$ cat config.mk
export PLATFORM = sky130hd
export DESIGN_NAME = z80_bus_ctrl
export DESIGN_NICKNAME = d
export VERILOG_FILES = /design/src/rtl/z80_bus_ctrl_pkg.sv /design/src/rtl/z80_irq_ctrl.sv /design/src/rtl/z80_bus_ctrl.sv
export VERILOG_INCLUDE_DIRS = /design/src /design/src/rtl
export SDC_FILE = /design/constraint.sdc
export NUM_CORES = 1
export LEC_CHECK = 0
export ABC_AREA = 1
export ABC_CLOCK_PERIOD_IN_PS = 1000
export BUFFER_PORTS_ARGS = -buffer_cell sky130_fd_sc_hd__buf_2
export CAP_MARGIN = 20
export CORE_ASPECT_RATIO = 0.6
export CORE_UTILIZATION = 38
export DETAILED_ROUTE_END_ITERATION = 6
export PLACE_DENSITY = 0.77
export SYNTH_ARGS = -nofsm -noshare
export SYNTH_HDL_FRONTEND = slang
export SYNTH_SLANG_ARGS = --single-unit
$ cat constraint.sdc
create_clock -name clk -period 1 [get_ports clk]
set_input_delay 0.1 -clock clk [delete_from_list [all_inputs] [get_ports clk]]
set_output_delay 0.1 -clock clk [all_outputs]
set_load 0.05 [all_outputs]
$ cat src/rtl/z80_bus_defs.vh
// Shared constants and the channel priority encoder for the Z80 bus shell.
`ifndef Z80_BUS_DEFS_VH
`define Z80_BUS_DEFS_VH

localparam int IRQ_MODE_IM1 = 1;
localparam int IRQ_MODE_IM2 = 2;

localparam logic [7:0] SPURIOUS_VEC = 8'hFF;

typedef struct packed {
    logic       hit;
    logic [2:0] idx;
} prio_t;

// Lowest set bit wins, so channel 0 has the highest priority.
function automatic prio_t prio_enc(input logic [7:0] v);
    prio_t r;
    r.hit = |v;
    r.idx = 3'd0;
    for (int i = 7; i >= 0; i--) begin
        if (v[i]) r.idx = 3'(i);
    end
    return r;
endfunction

`endif

$ cat src/rtl/z80_bus_ctrl_pkg.sv
// Types and constants shared by the Z80 bus-control shell.
package z80_bus_ctrl_pkg;

`include "z80_bus_defs.vh"

    localparam int WAIT_W = 4;

    typedef enum logic {
        ACK_IDLE,
        ACK_HOLD
    } ack_state_t;

    typedef struct packed {
        logic mem_rd;
        logic mem_wr;
        logic io_rd;
        logic io_wr;
    } bus_acc_t;

endpackage

$ cat src/rtl/z80_irq_ctrl.sv
// Latched, masked, priority interrupt controller with IM1/IM2 vectoring.
module z80_irq_ctrl #(
    parameter int         NUM_IRQ  = 4,
    parameter int         IRQ_MODE = 1,
    parameter logic [7:0] VEC_BASE = 8'h00
) (
    input  logic               clk,
    input  logic               reset_n,
    input  logic               intack,
    input  logic [NUM_IRQ-1:0] irq_req,
    input  logic [NUM_IRQ-1:0] irq_en,
    output logic               int_n,
    output logic [NUM_IRQ-1:0] irq_ack,
    output logic [7:0]         vector
);
    import z80_bus_ctrl_pkg::*;

    ack_state_t         state;
    ack_state_t         state_nxt;
    logic               first;
    logic [NUM_IRQ-1:0] req_prev;
    logic [NUM_IRQ-1:0] req_edge;
    logic [NUM_IRQ-1:0] pending;
    logic [NUM_IRQ-1:0] qual;
    logic [NUM_IRQ-1:0] clr;
    logic [7:0]         qual8;
    logic [7:0]         vec_nxt;
    logic [7:0]         vec_q;
    prio_t              win;

    assign req_edge = irq_req & ~req_prev;
    assign qual     = pending & irq_en;

    always_comb begin
        qual8 = '0;
        qual8[NUM_IRQ-1:0] = qual;
    end

    assign win = prio_enc(qual8);

    always_comb begin
        state_nxt = state;
        first     = 1'b0;
        unique case (state)
            ACK_IDLE: begin
                if (intack) begin
                    state_nxt = ACK_HOLD;
                    first     = 1'b1;
                end
            end
            ACK_HOLD: begin
                if (!intack) state_nxt = ACK_IDLE;
            end
            default: state_nxt = ACK_IDLE;
        endcase
    end

    always_comb begin
        clr = '0;
        for (int i = 0; i < NUM_IRQ; i++) begin
            clr[i] = first & win.hit & (win.idx == 3'(i));
        end
    end

    always_comb begin
        vec_nxt = SPURIOUS_VEC;
        if (IRQ_MODE == IRQ_MODE_IM1) begin
            vec_nxt = SPURIOUS_VEC;
        end else if (win.hit) begin
            vec_nxt = VEC_BASE + {4'b0000, win.idx, 1'b0};
        end
    end

    // The first intack clock has no latched vector yet, so drive it live.
    assign vector = first ? vec_nxt : vec_q;

    always_ff @(posedge clk or negedge reset_n) begin
        if (!reset_n) begin
            state    <= ACK_IDLE;
            req_prev <= '0;
            pending  <= '0;
            irq_ack  <= '0;
            int_n    <= 1'b1;
            vec_q    <= SPURIOUS_VEC;
        end else begin
            state    <= state_nxt;
            req_prev <= irq_req;
            pending  <= (pending & ~clr) | req_edge;
            irq_ack  <= clr;
            int_n    <= ~|qual;
            if (first) vec_q <= vec_nxt;
        end
    end

endmodule

$ cat src/rtl/z80_bus_ctrl.sv
// Bus-control shell between a T80 core and board logic: qualified
// access levels/strobes, wait-state insertion and interrupt vectoring.
module z80_bus_ctrl #(
    parameter int         NUM_IRQ  = 4,
    parameter int         IRQ_MODE = 1,
    parameter logic [7:0] VEC_BASE = 8'h00,
    parameter int         WAIT_MEM = 0,
    parameter int         WAIT_IO  = 1
) (
    input  logic               clk,
    input  logic               reset_n,
    input  logic               cpu_mreq_n,
    input  logic               cpu_iorq_n,
    input  logic               cpu_rd_n,
    input  logic               cpu_wr_n,
    input  logic               cpu_rfsh_n,
    input  logic               cpu_m1_n,
    input  logic [15:0]        cpu_adr,
    input  logic [7:0]         cpu_do,
    output logic [7:0]         cpu_di,
    output logic               cpu_int_n,
    output logic               cpu_wait_n,
    input  logic               pause,
    output logic [15:0]        adr,
    output logic [7:0]         data_out,
    input  logic [7:0]         data_in,
    output logic               mem_rd,
    output logic               mem_wr,
    output logic               io_rd,
    output logic               io_wr,
    output logic               mem_rd_stb,
    output logic               mem_wr_stb,
    output logic               io_rd_stb,
    output logic               io_wr_stb,
    input  logic [NUM_IRQ-1:0] irq_req,
    input  logic [NUM_IRQ-1:0] irq_en,
    output logic [NUM_IRQ-1:0] irq_ack
);
    import z80_bus_ctrl_pkg::*;

    localparam logic [WAIT_W-1:0] WAIT_M = WAIT_W'(WAIT_MEM);
    localparam logic [WAIT_W-1:0] WAIT_I = WAIT_W'(WAIT_IO);

    bus_acc_t          acc;
    bus_acc_t          acc_prev;
    bus_acc_t          stb;
    logic              intack;
    logic              mem_stb;
    logic              io_stb;
    logic              wait_req;
    logic [WAIT_W-1:0] wait_sel;
    logic [WAIT_W-1:0] wait_cnt;
    logic [WAIT_W-1:0] wait_nxt;
    logic [7:0]        vector;

    assign adr      = cpu_adr;
    assign data_out = cpu_do;

    assign intack = reset_n & ~cpu_iorq_n & ~cpu_m1_n;

    // Gating with reset_n makes a mid-access reset drop every output at once.
    always_comb begin
        acc = '0;
        if (reset_n) begin
            acc.mem_rd = ~cpu_mreq_n & cpu_rfsh_n & ~cpu_rd_n;
            acc.mem_wr = ~cpu_mreq_n & cpu_rfsh_n & ~cpu_wr_n;
            acc.io_rd  = ~cpu_iorq_n & cpu_m1_n & ~cpu_rd_n;
            acc.io_wr  = ~cpu_iorq_n & cpu_m1_n & ~cpu_wr_n;
        end
    end

    assign stb = acc & ~acc_prev;

    assign mem_rd     = acc.mem_rd;
    assign mem_wr     = acc.mem_wr;
    assign io_rd      = acc.io_rd;
    assign io_wr      = acc.io_wr;
    assign mem_rd_stb = stb.mem_rd;
    assign mem_wr_stb = stb.mem_wr;
    assign io_rd_stb  = stb.io_rd;
    assign io_wr_stb  = stb.io_wr;

    assign mem_stb = stb.mem_rd | stb.mem_wr;
    assign io_stb  = stb.io_rd | stb.io_wr;

    always_comb begin
        wait_sel = '0;
        unique case (1'b1)
            mem_stb: wait_sel = WAIT_M;
            io_stb:  wait_sel = WAIT_I;
            default: wait_sel = '0;
        endcase
    end

    // The strobe clock itself is the first wait clock, hence the -1 on load.
    always_comb begin
        wait_nxt = '0;
        if (wait_sel != '0) begin
            wait_nxt = wait_sel - 1'b1;
        end else if (wait_cnt != '0) begin
            wait_nxt = wait_cnt - 1'b1;
        end
    end

    assign wait_req   = pause | (wait_sel != '0) | (wait_cnt != '0);
    assign cpu_wait_n = ~(reset_n & wait_req);

    always_ff @(posedge clk or negedge reset_n) begin
        if (!reset_n) begin
            acc_prev <= '0;
            wait_cnt <= '0;
        end else begin
            acc_prev <= acc;
            wait_cnt <= wait_nxt;
        end
    end

    z80_irq_ctrl #(
        .NUM_IRQ  (NUM_IRQ),
        .IRQ_MODE (IRQ_MODE),
        .VEC_BASE (VEC_BASE)
    ) u_irq (
        .clk     (clk),
        .reset_n (reset_n),
        .intack  (intack),
        .irq_req (irq_req),
        .irq_en  (irq_en),
        .int_n   (cpu_int_n),
        .irq_ack (irq_ack),
        .vector  (vector)
    );

    assign cpu_di = intack ? vector : data_in;

endmodule

==> flow_summary.json <==
{
  "firstDrtPassIters": 4,
  "die_x_um": 82.3,
  "htree_levels": 2,
  "r2r_slack_ns": -0.25,
  "cp_max_fo": 2,
  "slew_violations": 0,
  "synth.area.top_cells": "dfrtp_1, dfstp_2, buf_4",
  "clkPwrFrac_pct": 25.5,
  "ios": 95,
  "max-slew-margin-rel_pct": 75.1,
  "cts.clk_slew.worst_paths_ns": 0.07,
  "grt_pass1_vias": 1274,
  "worst_slack_ns": -0.469,
  "post_layout_nonfiller_instances": 281,
  "critPathKind": "reg2out",
  "comb_power_share_pct": 38.2,
  "yosys_warnings": 0,
  "cts_tree": "built",
  "synth_seq_area_share_pct": 51.9,
  "dr.first_iter.drc_count": 21,
  "violations": "negative setup slack",
  "cp-start-kind": "flip-flop",
  "crit_arrival_ns": 1.37,
  "fin_skew_ns": 0.00958,
  "syn_nets": 219,
  "max_stage_delay_ns": 0.39,
  "cts_max_path_buffers": 2,
  "yosys.area.top_type_share_pct": 35.8,
  "drv_cap": 0,
  "timing.rr.start": "u_irq.state",
  "cts_made_buffers": 5,
  "fin_crit_sh_pct": 147,
  "fmax_mhz": 681,
  "syn_area_mm2": 0.00147,
  "slowest_stage": "dfrtp_1",
  "grt_start_max_net_pins": 31,
  "mostFrequentLayoutCells": "buf_2, buf_4, nand2_1",
  "r2r-end": "u_irq.pending[0]",
  "sequentialPowerShare_pct": 36.3,
  "yosysUniqueCellTypes": 18,
  "end_kind": "primary output",
  "final_common_cell": "buf_2",
  "status": "finished with violations",
  "portBuffers": 46,
  "avgRoutedWirePerCell_um": 12.3,
  "diodes": 0,
  "drc": 0,
  "place.gp.congestion": 0.693,
  "power.density_mw_per_mm2": 1600,
  "dieArea_mm2": 0.00413,
  "clk_latency_ns": 0.28,
  "syn_area_per_cell_um2": 8.69,
  "p_leak_nw": 1.19,
  "path_cells": "inv_2, ha_4, nand2_4, nor2_4, nand2_2, o21ai_4, buf_8",
  "via_count": 1244,
  "final_hold_viol_count": 0,
  "grt_pass1_wl_um": 5620,
  "worstMarginPinSlew_ns": 0.373,
  "ir_drop_v": 0.00115,
  "dp_hpwl_um": 2190,
  "syn_inst": 169,
  "clock-sinks": 30,
  "die_h_um": 50.2,
  "required_ns": 0.90,
  "yosysTopAreaCell": "dfrtp_1",
  "intPower_w": 0.00257,
  "rsz0062_at_grt": "true",
  "rows": 17,
  "cts_root_buf": "clkbuf_8",
  "grt_usage_pct": 19.0,
  "start_util_pct": 39.9,
  "layout-drive-gt1-share_pct": 67.9,
  "ant_nets": 0,
  "routed_via_density": 4.43,
  "timing.final.crit_period_ns": 1.47,
  "syn2layout_area_growth_pct": 63.7,
  "grt_overflow": 0,
  "swShare_pct": 33.2,
  "dp.cells": 258,
  "core_region_area_mm2": 0.00368,
  "antenna_found_initial": 0,
  "nNetsFinal": 283,
  "hold-worst-slack_ns": 0.0316,
  "finalSetupViolCount": 33,
  "switchingPower_w": 0.00128,
  "synth_seq_cells": 30,
  "wirelength_um": 3450,
  "hp-class": "in2async",
  "r2r_cells": 6
}
## cells in the mapped netlist
cell and instances:
nor4_1 2, inv_2 2, nand2_1 38, nand2_2 1, ha_1 1, dfstp_2 9
nor2_1 11, o21ai_0 13, nor2_4 1, nand4_1 2, nand3_1 4, dfrtp_1 21
nand3_4 1, or2_2 8, nor2_2 1, buf_4 24, nor3_1 7, inv_1 23
## flip-flops by register name, indices dropped and copies added (netlist names)
signal	flops
u_irq.int_n	1
u_irq.state	1
wait_cnt	4
u_irq.vec_q	8
u_irq.pending	4
u_irq.irq_ack	4
acc_prev	4
u_irq.req_prev	4
## cell type report
type                    instances  area, um2
repair buffers                 80        674
flip-flops and latches         30        762
clock buffers                   7       86.3
clock inverters                 1       5.00
multi-input cells              90        709
inverters                      25        101
fillers                       295       1270
well taps                      47       58.8
repair inverters                1       7.51
## logic make-up (layout without fill, tap and decap cells)
logic type / count (synthesis) / in the layout / synth area share, %
compound gates: 13 / 13 / 4.43
buf+inv: 49 / 114 / 18.7
flops: 30 / 30 / 51.9
simple gates: 76 / 76 / 24.2
fa+ha+maj: 1 / 1 / 0.852
## stage by stage
stage	cell area (um2)	total power (W)	utilization, %	setup TNS [ns]	setup slack (ns)
final	2400	0.00385	65.4	-7.08	-0.469
after global routing	2400	0.00407	65.4	-9.04	-0.543
after CTS	2280	0.00375	62.0	-6.55	-0.484
after detailed placement	1880	0.00246	51.1	-2.26	-0.288
after global placement	1880	0.00242	51.1	-1.93	-0.257
after floorplan	1610	0.00235	-	-0.485	-0.241
## repair_timing
action / 4_1_cts / 5_1_grt
buffers inserted: 6 / 6
hold buffers: 4 / 0
gates resized for setup: 82 / 29
gates cloned: 1 / 0
pin swaps: 20 / 16
endpoints found under the hold margin: 4 / 0
endpoints found under the setup margin: 35 / 40
## critical path, delay by kind of cell (launching register included)
kind	cells	cell delay, ns
flops	1	0.39
simple gates	3	0.20
fa+ha+maj	1	0.14
compound gates	1	0.13
buf+inv	2	0.24
## routing by layer
layer	up-vias	part of all wire (%)	wire length, um	track usage (%)
met5	-	0	0	0
met3	2	5.1	177	6.18
met1	581	44	1520	23.1
met2	37	50	1740	31.8
li1	624	-	-	-
met4	0	0.38	13	5.85
## worst max-delay path by stage
stage                 from          to  slack (ns)  depth (start not counted)
2_1_floorplan  wait_cnt[0]  cpu_wait_n       -0.24                          6
3_3_place_gp   wait_cnt[1]  cpu_wait_n       -0.26                          7
3_5_place_dp   wait_cnt[1]  cpu_wait_n       -0.29                          7
4_1_cts        wait_cnt[0]  cpu_wait_n       -0.48                          7
5_1_grt        wait_cnt[1]  cpu_wait_n       -0.54                          7
6_report       wait_cnt[1]  cpu_wait_n       -0.47                          7
## power by group through the flow
stage	Clock (W)	Sequential [W]	Combinational (W)
after floorplan	0	0.00142	0.000922
after global placement	0	0.00141	0.00101
after detailed placement	0	0.00141	0.00105
after CTS	0.00102	0.00139	0.00134
after global routing	0.00109	0.00141	0.00158
final	0.000983	0.00140	0.00147
(Power assumes the default switching activity.)
